==> src/rtl/fetch_stage.sv <==
// Instruction-fetch front end: owns the PC, addresses the asynchronous instruction
// memory and buffers one fetched word toward decode, with stall, redirect and flush.
module fetch_stage #(
    parameter int          ADDR_WIDTH = 8,
    parameter int          DATA_WIDTH = 32,
    parameter logic [31:0] RESET_PC   = 32'h0000_0000
) (
    input  logic                  clk,
    input  logic                  rst_n,
    output logic [ADDR_WIDTH-1:0] imem_addr,
    input  logic [DATA_WIDTH-1:0] imem_data,
    output logic [DATA_WIDTH-1:0] instr_out,
    output logic [31:0]           pc_out,
    output logic                  valid_out,
    input  logic                  ready_in,
    input  logic                  redirect,
    input  logic [31:0]           redirect_target,
    output logic                  misalign_err,
    output logic [31:0]           fetch_count
);

    localparam logic [DATA_WIDTH-1:0] NOP = DATA_WIDTH'(32'h0000_0013);

    logic [31:0] pc;
    logic        transfer;
    logic        buf_free;

    // Handshake: a word moves to decode on any rising edge where valid_out && ready_in
    // and no redirect is present; once valid_out is high, instr_out/pc_out are frozen
    // until that happens or a redirect discards them.
    assign transfer = valid_out && ready_in && !redirect;
    assign buf_free = !valid_out || (ready_in && !redirect);

    // Upper PC bits are ignored so fetches wrap silently around the memory depth.
    assign imem_addr = pc[ADDR_WIDTH+1:2];

    always_ff @(posedge clk or negedge rst_n) begin
        if (!rst_n) begin
            pc           <= RESET_PC;
            valid_out    <= 1'b0;
            instr_out    <= NOP;
            pc_out       <= 32'h0000_0000;
            misalign_err <= 1'b0;
            fetch_count  <= 32'h0000_0000;
        end else begin
            if (transfer) begin
                fetch_count <= fetch_count + 32'd1;
            end
            if (redirect) begin
                pc        <= {redirect_target[31:2], 2'b00};
                valid_out <= 1'b0;
                if (redirect_target[1:0] != 2'b00) begin
                    misalign_err <= 1'b1;
                end
            end else if (buf_free) begin
                instr_out <= imem_data;
                pc_out    <= pc;
                valid_out <= 1'b1;
                pc        <= pc + 32'd4;
            end
        end
    end

endmodule

==> config.mk <==
export PLATFORM = sky130hd
export DESIGN_NAME = fetch_stage
export DESIGN_NICKNAME = d
export VERILOG_FILES = /design/src/rtl/fetch_stage.sv
export SDC_FILE = /design/constraint.sdc
export NUM_CORES = 1
export LEC_CHECK = 0
export BUFFER_PORTS_ARGS = -buffer_cell sky130_fd_sc_hd__buf_2
export CAP_MARGIN = 20
export CORE_ASPECT_RATIO = 1.5
export CORE_MARGIN = 4
export CORE_UTILIZATION = 45
export CTS_BUF_LIST = sky130_fd_sc_hd__clkbuf_8
export DETAILED_ROUTE_END_ITERATION = 10
export PLACE_DENSITY_LB_ADDON = 0.2
export SYNTH_ARGS = -nofsm -noshare
export SYNTH_HDL_FRONTEND = slang
export SYNTH_SLANG_ARGS = --single-unit
==> constraint.sdc <==
create_clock -name clk -period 2.5 [get_ports clk]
set_input_delay 0.625 -clock clk [delete_from_list [all_inputs] [get_ports clk]]
set_output_delay 0.625 -clock clk [all_outputs]
set_load 0.05 [all_outputs]
==> metrics <==
final estimated routing congestion in global placement a little over 0.8; cell area after layout 7199 um^2; data required time at the worst endpoint between 1.5 and 2 ns; number of filler cells placed in the layout between 1000 and 1500; Final Slew Violations 0; total congestion overflow 0; count of distinct cell types in the synthesized netlist 49; number of register bits inferred by synthesis approximately 130; slew margin rel. 0.5001; cell row count 50; GRT Util Overall 0.1985; IR Drop Worst-Case VDD between 0.0003 and 0.0004 V; crit path cell chain buf_2; CTS Buf Count 17; fraction of layout cells with a size suffix above 1 0.4408; Worst Setup Slack post-DPL 0.1424 ns; Max Clk Rate between 400 and 500 MHz; sum of internal, switching and leakage power 5648 uW; worst setup skew after layout ~0.011 ns; average instance area after synthesis approximately 12 um^2; number of hold buffers added after CTS 0; largest net degree at the start of global routing 50; chip height 147.4 um; total via count after detailed routing between 4000 and 5000; share of synthesized flip-flops with an asynchronous set or reset 1.000; number of buffers inserted by post-CTS setup repair 0; post-route fraction of the period consumed by the critical path 0.8419; Max Root-Sink Buffers 2; area growth from synthesis to layout 23.42%; most frequently used flop master after synthesis dfrtp_1; CTS resizes 0; Top-Level Pins between 150 and 200; slew at the pin closest to its max-slew limit about 0.74 ns; setup repair after global routing missed its margin false; source-to-sink clock delay at the later pin of the worst-skew pair approximately 0.43 ns; nature of the critical path endpoint output pin; post-layout utilization of the core 0.5725; crit path buf inv count 1; Warnings, synthesis 0; Largest stage delay, worst path ~0.68 ns; vias per std cell between 5 and 6; Initial Utilization 0.4639; Detail Route Antenna Nets 0; top fanout value on the critical path 15; final setup TNS 0 ns; Routed WL per cell 17.12 um; category of the most critical setup path reg -> out; clock slew at the register clock pins of the worst setup and hold paths 0.08 ns; global-route wire length before repair between 20000 and 25000 um; iteration-0 DRC count of the detailed router between 100 and 150; first-pass iteration count of the detailed router 5; worst min-delay path category in -> async; outcome finished clean; DRC errors left 0; time the worst path needs with I/O delays and setup 2.105 ns; cell class contributing the biggest share of worst-path delay flip-flops; HPWL reported at the end of detailed placement 10580 um; CTS root buf clkbuf_8; number of global-route vias before repair 4722; Die Wd 101.0 um; Std-Cell Core Area 12570 um^2; CP Data Arrival Time 1.48 ns; number of antenna cells inserted 0; CTS sink count approximately 130; Synth Cell Area between 5000 and 6000 um^2; clock tree from TritonCTS built; Setup Viol. Count Final 0; static leakage 0.003337 uW; most common cell after layout, fill and taps aside buf_2; Port Buf Inserts around 170; Hold Fails Final Rpt 0; cell area after placement 6832 um^2; number of nets in the layout 733; die footprint 14890 um^2; register area 3157 um^2; startpoint type of the worst setup path flop; Post-synth EDFFs 0; sequential element share of the synthesized area 0.5412; antenna violations before repair 0; most used cells in the layout excluding fill and tap cells 170 x buf_2, 123 x dfrtp_1, 63 x mux2_2; Final Routed Wirelength ~14000 um; MaxCap Viol Count 0; Pwr per Cell Area about 780 nW/um^2; footprint of the multi-input gates 2445 um^2; terminus of the critical flop-to-flop path fetch_count[31]; cell depth of the worst flop-to-flop path 4; final critical-path setup slack around 0.4 ns; gate count of the mapped netlist 494; Crit-path slowest cell dfrtp_1; number of H-tree levels 4; worst flop-to-flop path startpoint fetch_count[4]; flop2flop setup slack just over 0.4 ns
==> report_power, final <==
group | internal, uW | switching, uW
Sequential | 2280 | 207
Clock | 809 | 822
Combinational | 424 | 1100
Total | 3520 | 2130
==> layer usage <==
metal	GRT usage	up-vias	routed length [um]
met5	0	-	0
met4	0.07718	0	239
met3	0.04202	19	837
met2	0.3466	146	7666
met1	0.2359	2239	5499
li1	-	2126	-
==> flip-flops by register name (all words and copies together), names as in the netlist <==
signal and flops:
fetch_count 32, instr_out 32, misalign_err 1, pc 30
pc_out 30, valid_out 1
==> cell usage after synthesis (5+ instances only) <==
library cell	count	area, um^2
buf_4	10	75.07
a31oi_1	14	87.58
nand3_1	23	115.1
inv_1	16	60.06
dfrtp_1	123	3078
nor4_2	8	100.1
and4_1	6	52.55
or4_1	9	67.56
nand2_1	35	131.4
nor2_1	18	67.56
o31ai_1	8	60.06
buf_2	6	30.03
nand4_1	13	81.33
or3_1	8	50.05
nor3_1	6	30.03
mux2_2	63	709.4
clkbuf_1	15	56.30
and3_1	5	31.28
xor2_1	15	131.4
xnor2_1	26	227.7
o21ai_0	17	85.08
==> worst max path at each step <==
stage / start / to / slack, ns / depth (start not counted)
6_report: valid_out / valid_out / 0.40 / 1
3_5_place_dp: ready_in / pc[31] / 0.14 / 5
5_1_grt: valid_out / fetch_count[14] / 0.22 / 4
2_1_floorplan: fetch_count[9] / fetch_count[27] / 0.36 / 5
3_3_place_gp: ready_in / pc[31] / 0.22 / 5
4_1_cts: valid_out / valid_out / 0.35 / 1
==> area by class of cell <==
type	instances	share of cell area
tap	156	0.02711
sequential	126	0.4385
inverter	17	0.008863
clock buffer	18	0.03441
clock inverter	14	0.01668
multi-input combinational	320	0.3396
timing repair buffer	181	0.1349
==> logic make-up after synthesis <==
| group | synth area share |
|---|---|
| adder cells (fa/ha/maj) | 0.004289 |
| multiplexers | 0.1233 |
| flip-flops | 0.5412 |
| AND/OR/NAND/NOR | 0.1579 |
| other | 0.0006429 |
| buffers and inverters | 0.04054 |
| XOR/XNOR | 0.06156 |
| AO/OA/AOI/OAI | 0.07057 |
==> per-stage QoR <==
stage | cells | hold slack, ns
final | 832 | 0.1744
after global routing | 832 | 0.1873
after CTS | 832 | 0.1684
after detailed placement | 800 | 0.4471
after global placement | 800 | 0.4459
after floorplan | 495 | 0.3294
Note: power is estimated with default switching activity, not from simulation.
